**src/rtl/intersection_scheduler.sv**
```systemverilog
// Purpose: shares one intersection between NS and EW; each grant runs FORWARD -> RIGHT -> LEFT -> OFF (clearance),
//          with demand-driven, round-robin arbitration and a writable bank of phase durations.
// Latency: all outputs registered; a request sampled in IDLE shows FORWARD (cnt = D_fwd) after the next edge; no dead cycles.
// Flow:    level requests, sampled only in IDLE and on the last clearance cycle; switch forces all-red while high.
// Ports:   clk, reset (sync, active-high), switch, req_ns/req_ew, cfg_we/cfg_sel/cfg_data (duration writes),
//          out_ns/out_ew (phase codes), cnt_ns/cnt_ew (cycles remaining), grant_ns/grant_ew.
// Option:  `define PREEMPT_EN adds emg_ns/emg_ew emergency inputs (preempt the other direction, freeze own FORWARD).
module intersection_scheduler #(
  parameter int CNT_W     = 8,
  parameter int DEF_FWD   = 15,
  parameter int DEF_RIGHT = 10,
  parameter int DEF_LEFT  = 10,
  parameter int DEF_OFF   = 3
) (
  input  logic             clk,
  input  logic             reset,
  input  logic             switch,
  input  logic             req_ns,
  input  logic             req_ew,
`ifdef PREEMPT_EN
  input  logic             emg_ns,
  input  logic             emg_ew,
`endif
  input  logic             cfg_we,
  input  logic [1:0]       cfg_sel,
  input  logic [CNT_W-1:0] cfg_data,
  output logic [1:0]       out_ns,
  output logic [1:0]       out_ew,
  output logic [CNT_W-1:0] cnt_ns,
  output logic [CNT_W-1:0] cnt_ew,
  output logic             grant_ns,
  output logic             grant_ew
);

  // Phase codes double as the duration-bank index.
  localparam logic [1:0] PH_OFF   = 2'b00;
  localparam logic [1:0] PH_LEFT  = 2'b01;
  localparam logic [1:0] PH_FWD   = 2'b10;
  localparam logic [1:0] PH_RIGHT = 2'b11;
  localparam logic [CNT_W-1:0] ONE = CNT_W'(1);

  typedef enum logic [3:0] {
    IDLE, NS_FWD, NS_RIGHT, NS_LEFT, NS_CLR, EW_FWD, EW_RIGHT, EW_LEFT, EW_CLR
  } state_t;

  state_t           state, state_nx;
  logic [CNT_W-1:0] cnt, cnt_nx;
  logic             last_ew, last_ew_nx;   // 1: EW was served last
  logic [CNT_W-1:0] dur     [4];
  logic [CNT_W-1:0] dur_eff [4];
  logic             pick_ns, pick_ew;
  logic             arb;

  logic [1:0]       out_ns_nx, out_ew_nx;
  logic [CNT_W-1:0] cnt_ns_nx, cnt_ew_nx;
  logic             grant_ns_nx, grant_ew_nx;

`ifdef PREEMPT_EN
  // A preemption remembers who must be granted once the forced clearance ends.
  logic pend, pend_nx;
  logic pend_ew, pend_ew_nx;
`endif

  // Shadow duration bank; switch does not touch it.
  always_ff @(posedge clk) begin
    if (reset) begin
      dur[PH_OFF]   <= CNT_W'(DEF_OFF);
      dur[PH_LEFT]  <= CNT_W'(DEF_LEFT);
      dur[PH_FWD]   <= CNT_W'(DEF_FWD);
      dur[PH_RIGHT] <= CNT_W'(DEF_RIGHT);
    end else if (cfg_we) begin
      dur[cfg_sel] <= cfg_data;
    end
  end

  // Duration a phase entering this cycle loads: a same-cycle write wins, and 0 is stretched to 1.
  always_comb begin
    for (int i = 0; i < 4; i++) begin
      dur_eff[i] = (cfg_we && cfg_sel == 2'(i)) ? cfg_data : dur[i];
      if (dur_eff[i] == '0) dur_eff[i] = ONE;
    end
  end

  // Arbitration: a lone request wins; with both, serve the direction not served last.
  always_comb begin
    pick_ns = req_ns;
    pick_ew = req_ew;
    if (req_ns && req_ew) begin
      pick_ns = last_ew;
      pick_ew = !last_ew;
    end
`ifdef PREEMPT_EN
    if (pend) begin
      pick_ns = !pend_ew;
      pick_ew = pend_ew;
    end else if (emg_ns) begin
      pick_ns = 1'b1;
      pick_ew = 1'b0;
    end else if (emg_ew) begin
      pick_ns = 1'b0;
      pick_ew = 1'b1;
    end
`endif
  end

  // Next state / next count.
  always_comb begin
    state_nx   = state;
    cnt_nx     = cnt - ONE;
    last_ew_nx = last_ew;
    arb        = 1'b0;
`ifdef PREEMPT_EN
    pend_nx    = pend;
    pend_ew_nx = pend_ew;
`endif
    case (state)
      IDLE:     arb = 1'b1;
      NS_FWD:   if (cnt == ONE) begin state_nx = NS_RIGHT; cnt_nx = dur_eff[PH_RIGHT]; end
      NS_RIGHT: if (cnt == ONE) begin state_nx = NS_LEFT;  cnt_nx = dur_eff[PH_LEFT];  end
      NS_LEFT:  if (cnt == ONE) begin state_nx = NS_CLR;   cnt_nx = dur_eff[PH_OFF];   end
      EW_FWD:   if (cnt == ONE) begin state_nx = EW_RIGHT; cnt_nx = dur_eff[PH_RIGHT]; end
      EW_RIGHT: if (cnt == ONE) begin state_nx = EW_LEFT;  cnt_nx = dur_eff[PH_LEFT];  end
      EW_LEFT:  if (cnt == ONE) begin state_nx = EW_CLR;   cnt_nx = dur_eff[PH_OFF];   end
      NS_CLR, EW_CLR: if (cnt == ONE) arb = 1'b1;
      default: begin state_nx = IDLE; cnt_nx = '0; end
    endcase

    // Same rule covers IDLE and end of clearance: the just-served direction is always `last`.
    if (arb) begin
      state_nx = IDLE;
      cnt_nx   = '0;
      if (pick_ns) begin
        state_nx   = NS_FWD;
        cnt_nx     = dur_eff[PH_FWD];
        last_ew_nx = 1'b0;
      end else if (pick_ew) begin
        state_nx   = EW_FWD;
        cnt_nx     = dur_eff[PH_FWD];
        last_ew_nx = 1'b1;
      end
`ifdef PREEMPT_EN
      if (pick_ns || pick_ew) pend_nx = 1'b0;
`endif
    end

`ifdef PREEMPT_EN
    // NS emergency wins when both are raised.
    if (emg_ns) begin
      if (state == EW_FWD || state == EW_RIGHT || state == EW_LEFT) begin
        state_nx   = EW_CLR;
        cnt_nx     = dur_eff[PH_OFF];
        pend_nx    = 1'b1;
        pend_ew_nx = 1'b0;
      end else if (state == NS_FWD) begin
        state_nx = NS_FWD;
        cnt_nx   = cnt;
      end
    end else if (emg_ew) begin
      if (state == NS_FWD || state == NS_RIGHT || state == NS_LEFT) begin
        state_nx   = NS_CLR;
        cnt_nx     = dur_eff[PH_OFF];
        pend_nx    = 1'b1;
        pend_ew_nx = 1'b1;
      end else if (state == EW_FWD) begin
        state_nx = EW_FWD;
        cnt_nx   = cnt;
      end
    end
`endif

    if (switch) begin
      state_nx = IDLE;
      cnt_nx   = '0;
`ifdef PREEMPT_EN
      pend_nx  = 1'b0;
`endif
    end
  end

  // Output decode from the next state so every output is a flop.
  always_comb begin
    out_ns_nx   = PH_OFF;
    out_ew_nx   = PH_OFF;
    grant_ns_nx = 1'b0;
    grant_ew_nx = 1'b0;
    case (state_nx)
      NS_FWD:   begin out_ns_nx = PH_FWD;   grant_ns_nx = 1'b1; end
      NS_RIGHT: begin out_ns_nx = PH_RIGHT; grant_ns_nx = 1'b1; end
      NS_LEFT:  begin out_ns_nx = PH_LEFT;  grant_ns_nx = 1'b1; end
      NS_CLR:   begin out_ns_nx = PH_OFF;   grant_ns_nx = 1'b1; end
      EW_FWD:   begin out_ew_nx = PH_FWD;   grant_ew_nx = 1'b1; end
      EW_RIGHT: begin out_ew_nx = PH_RIGHT; grant_ew_nx = 1'b1; end
      EW_LEFT:  begin out_ew_nx = PH_LEFT;  grant_ew_nx = 1'b1; end
      EW_CLR:   begin out_ew_nx = PH_OFF;   grant_ew_nx = 1'b1; end
      default:  ;
    endcase
    cnt_ns_nx = grant_ns_nx ? cnt_nx : '0;
    cnt_ew_nx = grant_ew_nx ? cnt_nx : '0;
  end

  always_ff @(posedge clk) begin
    if (reset) begin
      state    <= IDLE;
      cnt      <= '0;
      last_ew  <= 1'b1;
      out_ns   <= PH_OFF;
      out_ew   <= PH_OFF;
      cnt_ns   <= '0;
      cnt_ew   <= '0;
      grant_ns <= 1'b0;
      grant_ew <= 1'b0;
`ifdef PREEMPT_EN
      pend     <= 1'b0;
      pend_ew  <= 1'b0;
`endif
    end else begin
      state    <= state_nx;
      cnt      <= cnt_nx;
      last_ew  <= last_ew_nx;
      out_ns   <= out_ns_nx;
      out_ew   <= out_ew_nx;
      cnt_ns   <= cnt_ns_nx;
      cnt_ew   <= cnt_ew_nx;
      grant_ns <= grant_ns_nx;
      grant_ew <= grant_ew_nx;
`ifdef PREEMPT_EN
      pend     <= pend_nx;
      pend_ew  <= pend_ew_nx;
`endif
    end
  end

endmodule
```
**config.mk**
```make
export PLATFORM = sky130hd
export DESIGN_NAME = intersection_scheduler
export DESIGN_NICKNAME = d
export VERILOG_FILES = /design/src/rtl/intersection_scheduler.sv
export SDC_FILE = /design/constraint.sdc
export NUM_CORES = 1
export LEC_CHECK = 0
export CAP_MARGIN = 20
export CORE_UTILIZATION = 60
export DETAILED_ROUTE_END_ITERATION = 7
export DONT_BUFFER_PORTS = 1
export GPL_TIMING_DRIVEN = 0
export PLACE_DENSITY = 0.76
export SLEW_MARGIN = 0
export SYNTH_ARGS = -nofsm -noshare
export SYNTH_HDL_FRONTEND = slang
export SYNTH_SLANG_ARGS = --single-unit
export TNS_END_PERCENT = 20
```
**constraint.sdc**
```tcl
create_clock -name clk -period 5.8 [get_ports clk]
set_input_delay 0.87 -clock clk [delete_from_list [all_inputs] [get_ports clk]]
set_output_delay 0.87 -clock clk [all_outputs]
set_load 0.02 [all_outputs]
```
==> impl_metrics.ini <==
[run_status]
status = completed

[sta]
clock.fmax_mhz = 344
min_period_over_period = 0.501
rsz0062_at_grt = no
slew_headroom = 0.368
setup-tns-final_ns = 0
final_max_slew_viol_count = 0
layout_setup_ws_ns = 2.89
finalHoldViolations = 0
fin_hold_ws_ns = 0.628
worstMarginPinSlew_ns = 0.924
finalSetupViolCount = 0
finClkSkew_ns = 0.00827
layout_min_cycle_time_ns = 2.91

[floorplanning]
core.rowCount = 27
coreArea_um2 = 5640
die_h_um = 79.5
die_w_um = 79.5
dieArea_um2 = 6310
io-pin-count = 38
initial_utilization = 0.638

[synth]
ys_types = 68
avgSynthCellArea_um2 = 9.76
ys_ff_latch = 67
synth-simple-area-share = 0.242
synthArstFlopShare = 0
syn_inst = 369
synth_top_family_by_area = simple AND/OR/NAND/NOR gates
synth_edf_count = 32
synth_top_area_share = 0.267
synth_top_area_cell = edfxtp_1
synthAdderAreaFrac = 0.0125
syn_nets = 387
muxShareOfSynthArea = 0.0803
ys.flop_type = dfxtp_1
yosys_warnings = 0
synth-xor-area-share = 0.0122
synth_compound_area_frac = 0.156
yosysSeqAreaShare = 0.462
synthesis.area_um2 = 3600
synth.area.top_cells = edfxtp_1 (27%), dfxtp_1 (19%), mux2i_1 (5.8%), nor2_1 (4.4%), nand2_1 (2.7%)

[clock_network]
clockRootBuffer = clkbuf_8
cts_resized = 0
cts_tree = built
numCtsBuffers = 9
clockBufferDepth = 2
clock_sinks = 67
cts-hold-fix-buffers = 0
h-tree-depth = 3
clock_latency_ns = 0.36
clk_pin_slew_ns = 0.07
cts_setup_buffers = 0

[grt]
antenna_found_initial = 0
track_usage = 0.305
grt.overflow.total = 0
grt_pass1_vias = 2789
grt_max_degree = 13
grt_pass1_wl_mm = 13.9

[drt]
routedWlPerCell_um = 19.8
dr.first_iter.drc_count = 314
routed_wirelength_mm = 9.03
drtPass1Iterations = 5
ant_nets = 0
vias = 2931
drcViolationCount = 0
routed_via_density = 6.41

[power]
power_density_nw_per_um2 = 282
clkPwrFrac = 0.332
sequentialPowerShare = 0.504
p_int_mw = 0.775
leakagePower_nw = 1.45
p_sw_frac = 0.291
p_sw_mw = 0.319
pwr-share-comb = 0.164
ir_worst_vdd_mv = 0.192

[finish]
stdcell_area_um2 = 3870
layout_common_cells = nor2_1 (42), dfxtp_1 (35), edfxtp_1 (32)
diodes = 0
drive_gt1_frac = 0.119
layout_commonest_cell = nor2_1
fin_nets = 398
area_delta_synth_final_pct = 7.65

[critical_path]
slowest_delay_ns = 0.83
rr_startpoint = state[0]$_SDFF_PP0_
cp.arrival_ns = 3.21
worstSetupEndpointType = flop
r2r_end = cnt_ns[7]$_SDFF_PP0_
crit_chain = clkbuf_1 -> nand3_2 -> mux2i_1 -> o21ai_0 -> a22oi_1 -> a2111oi_0 -> and2_1
startpoint_type = primary input
critPathRequiredTime_ns = 6.10
startpoint = cfg_sel[1]
worstRegToRegCells = 7
r2r_slack_ns = 2.98
cp_max_fo = 10
critical_path_class = in2reg
critPathSlowestCell = a2111oi_0

[placement]
pre_cts_slack_ns = 2.65
placed_area_um2 = 3690
io_buffers = 0
gp_congestion = 0.940
hpwl_mm = 6.66

[min_path]
min-delay-start = last_ew$_SDFFE_PP1P_
hold_depth = 2
hold_class = reg2reg
hold_path_end = last_ew$_SDFFE_PP1P_

[job]
drv_cap = 0
## synth_stat cells (all sizes together), types with 3 or more instances
library cell	instances
clkbuf	8
and3	3
a21oi	13
mux2	5
mux2i	22
dfxtp	35
a211oi	5
nand2	27
o22ai	4
nor2	44
nor2b	15
o32ai	3
a211o	4
a22oi	3
inv	17
a311o	3
a311oi	5
and2	12
or2	6
nor4	8
xnor2	4
nand3	4
buf	7
a31oi	7
nand3b	4
o21ai	10
nor3	12
edfxtp	32
nor3b	3
nand2b	8
or4	3
## layer usage
layer,part of all wire,vias up,GRT usage
li1,-,1378,-
met1,0.41,1353,0.370
met2,0.46,167,0.477
met3,0.097,33,0.104
met4,0.031,0,0.162
met5,0,-,0
## cells by family after synthesis
logic type / after synthesis
and+or+nand+nor: 161
AOI/OAI and AO/OA: 73
DFF: 67
buffers and inverters: 32
muxes: 27
xor gates and xnor gates: 5
adders and majority gates: 4
## flip-flops by register name, indices dropped and copies added, names as in the netlist
register / count
last_ew: 1
cnt: 8
grant_ew: 1
out_ew: 2
out_ns: 2
dur: 32
cnt_ns: 8
grant_ns: 1
cnt_ew: 8
state: 4
## power by group through the flow
stage | Clock [mW] | Sequential, mW | Combinational, mW
6_report | 0.363 | 0.551 | 0.179
5_1_grt | 0.385 | 0.554 | 0.195
4_1_cts | 0.366 | 0.551 | 0.176
3_5_place_dp | 0 | 0.561 | 0.174
3_3_place_gp | 0 | 0.561 | 0.172
2_1_floorplan | 0 | 0.555 | 0.137
## critical path: cells and delay by family
family,cells,cell delay [ns]
mux,1,0.23
compound gates,3,1.11
simple gates,2,0.57
buf+inv,1,0.42
## layout make-up
cell class                 count  area (um^2)
tap                           72         90.1
clock buffer                  11          151
multi-input combinational    270         1810
inverter                      17         63.8
clock inverter                 5         33.8
sequential                    67         1660
fill                         439         1770
buffer                        15         65.1
## per-stage QoR
step	util	total power, mW	std cells
4_1_cts	0.687	1.09	457
2_1_floorplan	-	0.691	369
3_3_place_gp	0.654	0.733	441
5_1_grt	0.687	1.13	457
6_report	0.687	1.09	457
3_5_place_dp	0.654	0.736	441
## how the worst max path moves through the flow
stage          slack [ns]  depth (start not counted)                   end
2_1_floorplan        3.34                          7  cnt_ew[7]$_SDFF_PP0_
3_3_place_gp         2.64                          7  cnt_ns[7]$_SDFF_PP0_
3_5_place_dp         2.65                          7  cnt_ns[7]$_SDFF_PP0_
4_1_cts              3.00                          7  cnt_ns[7]$_SDFF_PP0_
5_1_grt              2.73                          7  cnt_ew[7]$_SDFF_PP0_
6_report             2.89                          7  cnt_ns[7]$_SDFF_PP0_
No activity file was read; power rests on OpenSTA's default activity.
